[src/rtl/cpu_control_fsm.sv]
// Multi-cycle RV32I control FSM: FETCH/DECODE/EXECUTE/MEM/WRITEBACK sequencing,
// memory handshake with optional timeout. Optional counters under CPU_CTRL_PERF_EN.
module cpu_control_fsm #(
  parameter int unsigned MEM_TIMEOUT = 0,
  parameter int unsigned TIMEOUT_W   = 8
) (
  input  logic        clk,
  input  logic        rst,
  input  logic [31:0] i_instr,
  input  logic        i_branch_taken,
  input  logic        i_mem_ready,
  output logic        o_mem_req,
  output logic        o_mem_we,
  output logic        o_mem_addr_sel,
  output logic        o_ir_load,
  output logic        o_alu_src_a,
  output logic        o_alu_src_b,
  output logic [1:0]  o_alu_op,
  output logic        o_alu_out_we,
  output logic        o_reg_we,
  output logic [1:0]  o_wb_sel,
  output logic        o_pc_load,
  output logic        o_pc_src,
  output logic        o_halted,
  output logic        o_trap,
  output logic [1:0]  o_trap_cause
`ifdef CPU_CTRL_PERF_EN
  ,
  output logic [31:0] o_instret,
  output logic [31:0] o_wait_cycles
`endif
);

  localparam logic [6:0] OPC_LOAD     = 7'h03;
  localparam logic [6:0] OPC_MISC_MEM = 7'h0F;
  localparam logic [6:0] OPC_OP_IMM   = 7'h13;
  localparam logic [6:0] OPC_AUIPC    = 7'h17;
  localparam logic [6:0] OPC_STORE    = 7'h23;
  localparam logic [6:0] OPC_OP       = 7'h33;
  localparam logic [6:0] OPC_LUI      = 7'h37;
  localparam logic [6:0] OPC_BRANCH   = 7'h63;
  localparam logic [6:0] OPC_JALR     = 7'h67;
  localparam logic [6:0] OPC_JAL      = 7'h6F;
  localparam logic [6:0] OPC_SYSTEM   = 7'h73;
  localparam logic [2:0] F3_WORD      = 3'b010;

  localparam logic [1:0] ALU_ADD    = 2'd0;
  localparam logic [1:0] ALU_FUNCT  = 2'd1;
  localparam logic [1:0] ALU_PASS_B = 2'd2;

  localparam logic [1:0] CAUSE_OPC  = 2'd1;
  localparam logic [1:0] CAUSE_F3   = 2'd2;
  localparam logic [1:0] CAUSE_TMO  = 2'd3;

  localparam logic [TIMEOUT_W-1:0] LP_LIMIT = TIMEOUT_W'(MEM_TIMEOUT);

  typedef enum logic [2:0] {
    S_IDLE      = 3'd0,
    S_FETCH     = 3'd1,
    S_DECODE    = 3'd2,
    S_EXECUTE   = 3'd3,
    S_MEM       = 3'd4,
    S_WRITEBACK = 3'd5,
    S_HALT      = 3'd6,
    S_TRAP      = 3'd7
  } state_t;

  state_t               r_state;
  state_t               w_state_next;
  logic [1:0]           r_trap_cause;
  logic [1:0]           w_cause_next;
  logic [TIMEOUT_W-1:0] r_wait_cnt;

  logic [6:0] w_opcode;
  logic [2:0] w_funct3;
  logic       w_is_load;
  logic       w_is_store;
  logic       w_is_jump;
  logic       w_legal_opc;
  logic       w_timeout;
  logic       w_unused;

  assign w_opcode   = i_instr[6:0];
  assign w_funct3   = i_instr[14:12];
  assign w_is_load  = (w_opcode == OPC_LOAD);
  assign w_is_store = (w_opcode == OPC_STORE);
  assign w_is_jump  = (w_opcode == OPC_JAL) || (w_opcode == OPC_JALR);
  assign w_unused   = ^{i_instr[31:15], i_instr[11:7]};

  // Only reached-limit-without-ready traps; a ready on the limit cycle completes the access.
  assign w_timeout = (MEM_TIMEOUT != 32'd0) && (r_wait_cnt == LP_LIMIT) && !i_mem_ready;

  // Supported opcode set
  always_comb begin
    case (w_opcode)
      OPC_LOAD, OPC_MISC_MEM, OPC_OP_IMM, OPC_AUIPC, OPC_STORE, OPC_OP,
      OPC_LUI, OPC_BRANCH, OPC_JALR, OPC_JAL, OPC_SYSTEM: w_legal_opc = 1'b1;
      default:                                             w_legal_opc = 1'b0;
    endcase
  end

  // State, trap cause and wait counter registers
  always_ff @(posedge clk or posedge rst) begin
    if (rst) begin
      r_state      <= S_IDLE;
      r_trap_cause <= 2'd0;
      r_wait_cnt   <= '0;
    end else begin
      r_state      <= w_state_next;
      r_trap_cause <= w_cause_next;
      if (w_state_next != r_state) begin
        r_wait_cnt <= '0;
      end else if (o_mem_req && !i_mem_ready) begin
        r_wait_cnt <= r_wait_cnt + TIMEOUT_W'(1);
      end else begin
        r_wait_cnt <= r_wait_cnt;
      end
    end
  end

  // Next-state and output decode
  always_comb begin
    w_state_next   = r_state;
    w_cause_next   = r_trap_cause;
    o_mem_req      = 1'b0;
    o_mem_we       = 1'b0;
    o_mem_addr_sel = 1'b0;
    o_ir_load      = 1'b0;
    o_alu_src_a    = 1'b0;
    o_alu_src_b    = 1'b0;
    o_alu_op       = ALU_ADD;
    o_alu_out_we   = 1'b0;
    o_reg_we       = 1'b0;
    o_wb_sel       = 2'd0;
    o_pc_load      = 1'b0;
    o_pc_src       = 1'b0;
    o_halted       = 1'b0;
    o_trap         = 1'b0;
    case (r_state)
      S_IDLE: w_state_next = S_FETCH;
      S_FETCH: begin
        o_mem_req = 1'b1;
        if (i_mem_ready) begin
          o_ir_load    = 1'b1;
          w_state_next = S_DECODE;
        end else if (w_timeout) begin
          w_state_next = S_TRAP;
          w_cause_next = CAUSE_TMO;
        end else begin
          w_state_next = S_FETCH;
        end
      end
      S_DECODE: begin
        if (!w_legal_opc) begin
          w_state_next = S_TRAP;
          w_cause_next = CAUSE_OPC;
        end else if ((w_is_load || w_is_store) && (w_funct3 != F3_WORD)) begin
          w_state_next = S_TRAP;
          w_cause_next = CAUSE_F3;
        end else if (w_opcode == OPC_SYSTEM) begin
          w_state_next = S_HALT;
        end else if (w_opcode == OPC_MISC_MEM) begin
          o_pc_load    = 1'b1;
          w_state_next = S_FETCH;
        end else begin
          w_state_next = S_EXECUTE;
        end
      end
      S_EXECUTE: begin
        o_alu_out_we = 1'b1;
        w_state_next = S_WRITEBACK;
        case (w_opcode)
          OPC_LOAD, OPC_STORE: begin
            o_alu_src_b  = 1'b1;
            w_state_next = S_MEM;
          end
          OPC_OP:     o_alu_op = ALU_FUNCT;
          OPC_OP_IMM: begin
            o_alu_src_b = 1'b1;
            o_alu_op    = ALU_FUNCT;
          end
          OPC_LUI: begin
            o_alu_src_b = 1'b1;
            o_alu_op    = ALU_PASS_B;
          end
          OPC_AUIPC, OPC_JAL: begin
            o_alu_src_a = 1'b1;
            o_alu_src_b = 1'b1;
          end
          OPC_JALR: o_alu_src_b = 1'b1;
          OPC_BRANCH: begin
            // Target is forwarded from the ALU in this same cycle when taken.
            o_alu_src_a  = 1'b1;
            o_alu_src_b  = 1'b1;
            o_pc_load    = 1'b1;
            o_pc_src     = i_branch_taken;
            w_state_next = S_FETCH;
          end
          default: begin
            w_state_next = S_TRAP;
            w_cause_next = CAUSE_OPC;
          end
        endcase
      end
      S_MEM: begin
        o_mem_req      = 1'b1;
        o_mem_addr_sel = 1'b1;
        o_mem_we       = w_is_store;
        if (i_mem_ready) begin
          o_pc_load    = w_is_store;
          w_state_next = w_is_store ? S_FETCH : S_WRITEBACK;
        end else if (w_timeout) begin
          w_state_next = S_TRAP;
          w_cause_next = CAUSE_TMO;
        end else begin
          w_state_next = S_MEM;
        end
      end
      S_WRITEBACK: begin
        o_reg_we     = 1'b1;
        o_pc_load    = 1'b1;
        o_pc_src     = w_is_jump;
        w_state_next = S_FETCH;
        if (w_is_load) begin
          o_wb_sel = 2'd1;
        end else if (w_is_jump) begin
          o_wb_sel = 2'd2;
        end else begin
          o_wb_sel = 2'd0;
        end
      end
      S_HALT: o_halted = 1'b1;
      S_TRAP: o_trap   = 1'b1;
      default: begin
        w_state_next = S_TRAP;
        w_cause_next = CAUSE_OPC;
      end
    endcase
  end

  assign o_trap_cause = r_trap_cause;

`ifdef CPU_CTRL_PERF_EN
  logic [31:0] r_instret;
  logic [31:0] r_wait_cycles;

  // Retired-instruction and memory-stall counters, both free-running with wrap
  always_ff @(posedge clk or posedge rst) begin
    if (rst) begin
      r_instret     <= 32'd0;
      r_wait_cycles <= 32'd0;
    end else begin
      if (o_pc_load) begin
        r_instret <= r_instret + 32'd1;
      end else begin
        r_instret <= r_instret;
      end
      if (o_mem_req && !i_mem_ready) begin
        r_wait_cycles <= r_wait_cycles + 32'd1;
      end else begin
        r_wait_cycles <= r_wait_cycles;
      end
    end
  end

  assign o_instret     = r_instret;
  assign o_wait_cycles = r_wait_cycles;
`endif

endmodule

[config.mk]
export PLATFORM = sky130hd
export DESIGN_NAME = cpu_control_fsm
export DESIGN_NICKNAME = d
export VERILOG_FILES = /design/src/rtl/cpu_control_fsm.sv
export SDC_FILE = /design/constraint.sdc
export NUM_CORES = 1
export LEC_CHECK = 0
export ABC_AREA = 1
export ABC_CLOCK_PERIOD_IN_PS = 4900
export CORE_UTILIZATION = 35
export DETAILED_ROUTE_END_ITERATION = 8
export PLACE_DENSITY = 0.81
export SYNTH_ARGS = -nofsm -noshare
export SYNTH_HDL_FRONTEND = slang
export SYNTH_SLANG_ARGS = --single-unit
[constraint.sdc]
create_clock -name clk -period 4.9 [get_ports clk]
set_clock_uncertainty 0.05 [all_clocks]
set_input_delay 1.225 -clock clk [delete_from_list [all_inputs] [get_ports clk]]
set_output_delay 1.225 -clock clk [all_outputs]
set_load 0.01 [all_outputs]
==> results_dict.tcl <==
set metrics [dict create \
    cts_setup_buffers 0 \
    final_cell_mix "nand2_1, clkdlybuf4s50_1, inv_1, nor2_1, nand3_1" \
    required_ps 3620 \
    design.core.area_sq_mm 0.00176 \
    grt_pass1_vias 756 \
    outcome "finished clean" \
    vdd_ir_drop_max_mv 0.0626 \
    gr-usage-all-layers 0.192 \
    routed_wl_mm 1.89 \
    whs_ps 451 \
    min_from "o_trap_cause[1]" \
    cts_sinks 5 \
    diodes 0 \
    core.rowCount 15 \
    dr.first_iter.drc_count 20 \
    grt_pass1_wl_mm 3.03 \
    final_common_cell "nand2_1" \
    numCtsBuffers 3 \
    setup_violations 0 \
    finalNetCount 195 \
    max_cap_violations 0 \
    path_max_fanout 6 \
    ys_async_sr_fraction 1.00 \
    vias_per_cell 4.91 \
    period_needed_ps 4350 \
    num-fill-cells 184 \
    syn_inst 121 \
    utilization 0.589 \
    p_per_area_mw_per_mm2 115 \
    critPathCaptureType "output pin" \
    drive_above_1_share 0.0833 \
    ant_nets 0 \
    drc 0 \
    r2r-start "r_state[1]" \
    hpwl_mm 1.55 \
    num_vias 888 \
    critPathKind "in2out" \
    rsz0062_at_grt "false" \
    clockBufferDepth 2 \
    insertion_delay_ps 250 \
    finalCritPeriodShare 0.888 \
    power.leakage_nw 0.507 \
    avgSynthCellArea_sq_um 5.54 \
    worst_pin_slew_ps 638 \
    yosys_warnings 0 \
    max_freq_ghz 0.230 \
    drv_slew 0 \
    cts_hold_buf 0 \
    synth_seq_cells 5 \
    gp_congestion 0.858 \
    arrival_ps 3080 \
    routedWlPerCell_um 10.5 \
    syn-num-nets 159 \
    max-slew-margin-rel 0.572 \
    multi_input_area_sq_um 478 \
    die_w_um 45.8 \
    register_area_sq_um 125 \
    first_pass_iters 4 \
    fp.dieArea_sq_mm 0.00210 \
    htree_num_levels 1 \
    syn_area_sq_um 671 \
    io_buffers 31 \
    io_pins 54 \
    hold_path.class "reg2reg" \
    setup.worst_path.start "i_instr[6]" \
    grt_max_degree 9 \
    die_h_um 45.8 \
    initial_core_util 0.380 \
    hold_violations 0 \
    cp-start-kind "input port" \
    path_clk_slew_ps 50 \
    grt_antenna_before_repair 0 \
    synth-edff-count 0 \
    power_uw 119 \
    grt_remaining_overflow 0 \
    post_cts_resize_count 0 \
    ys_types 22 \
    finalSetupTns_ps 0 \
    synth_seq_area_share 0.187 \
    cts_root_buf "clkbuf_4" \
    tritoncts "yes" \
    synth_ff_type "dfrtp_1" \
    syn2layout_area_growth_pct 54.9 \
]
-- registers in the layout (all words and copies together) (netlist names) --
name          flops
o_trap_cause      2
r_state           3
-- critical path, cell delays in order --
cell	delay, ps
clkdlybuf4s50_1	530
nor3_1	380
nand3_1	140
a31oi_1	230
clkdlybuf4s50_1	570
-- cells in the mapped netlist, types with 2 or more instances --
master,instances,area (sq um)
ha_1,2,25.0
o21ai_0,2,10.0
inv_2,2,7.51
dfrtp_1,5,125
nor4_1,2,12.5
nand3_1,10,50.1
nor2_1,16,60.1
inv_1,16,60.1
nor2_2,3,18.8
nor3_1,6,30.0
nand2_1,38,143
a21oi_1,5,25.0
nand2_2,2,12.5
nand4_1,3,18.8
a31oi_1,2,12.5
-- power breakdown --
part / total, mW / switching [mW] / internal (mW) / leakage, nW
Clock: 0.0507 / 0.0197 / 0.0310 / 0.0150
Combinational: 0.0264 / 0.0132 / 0.0133 / 0.442
Sequential: 0.0419 / 0.000208 / 0.0417 / 0.0494
Total: 0.119 / 0.0331 / 0.0860 / 0.507
-- metrics by stage --
step                cells  area [sq um]  setup slack (ps)
finish                181          1040               546
global route          181          1040               424
CTS                   181          1040               525
detailed placement    177          1010               538
global placement      177          1010               594
floorplan             121           671              1650
-- path summary, 6_finish.rpt --
| kind | cells past startpoint | endpoint | slack [ps] |
|---|---|---|---|
| max in group asynchronous | 2 | o_trap_cause[1] | 3470 |
| worst max register to register | 6 | r_state[0] | 3280 |
| worst max-delay path | 5 | o_pc_load | 550 |
| worst min register to register | 2 | o_trap_cause[1] | 450 |
| worst min-delay path | 2 | o_trap_cause[1] | 450 |
| min in group asynchronous | 2 | r_state[1] | 1140 |
-- metal layers --
metal / GRT usage / share of wire / up-vias
met5: 0 / 0 / -
met4: 0.0588 / 0.0079 / 0
met3: 0.0198 / 0.062 / 2
met2: 0.326 / 0.47 / 29
met1: 0.255 / 0.46 / 392
li1: - / - / 465
-- layout make-up --
cell class | instances | share of cell area
well taps | 25 | 0.0301
clock buffers | 4 | 0.0253
flip-flops and latches | 5 | 0.120
repair buffers | 31 | 0.299
multi-input cells | 98 | 0.460
inverters | 18 | 0.0651
-- cell families (layout without fill, tap and decap cells) --
family,Yosys count,count (layout),share of synthesized area
buffers and inverters,18,53,0.101
adder cells (fa/ha/maj),2,2,0.0373
AND/OR/NAND/NOR,84,84,0.573
AO/OA/AOI/OAI,12,12,0.103
flip-flops,5,5,0.187
(Power assumes the default switching activity.)
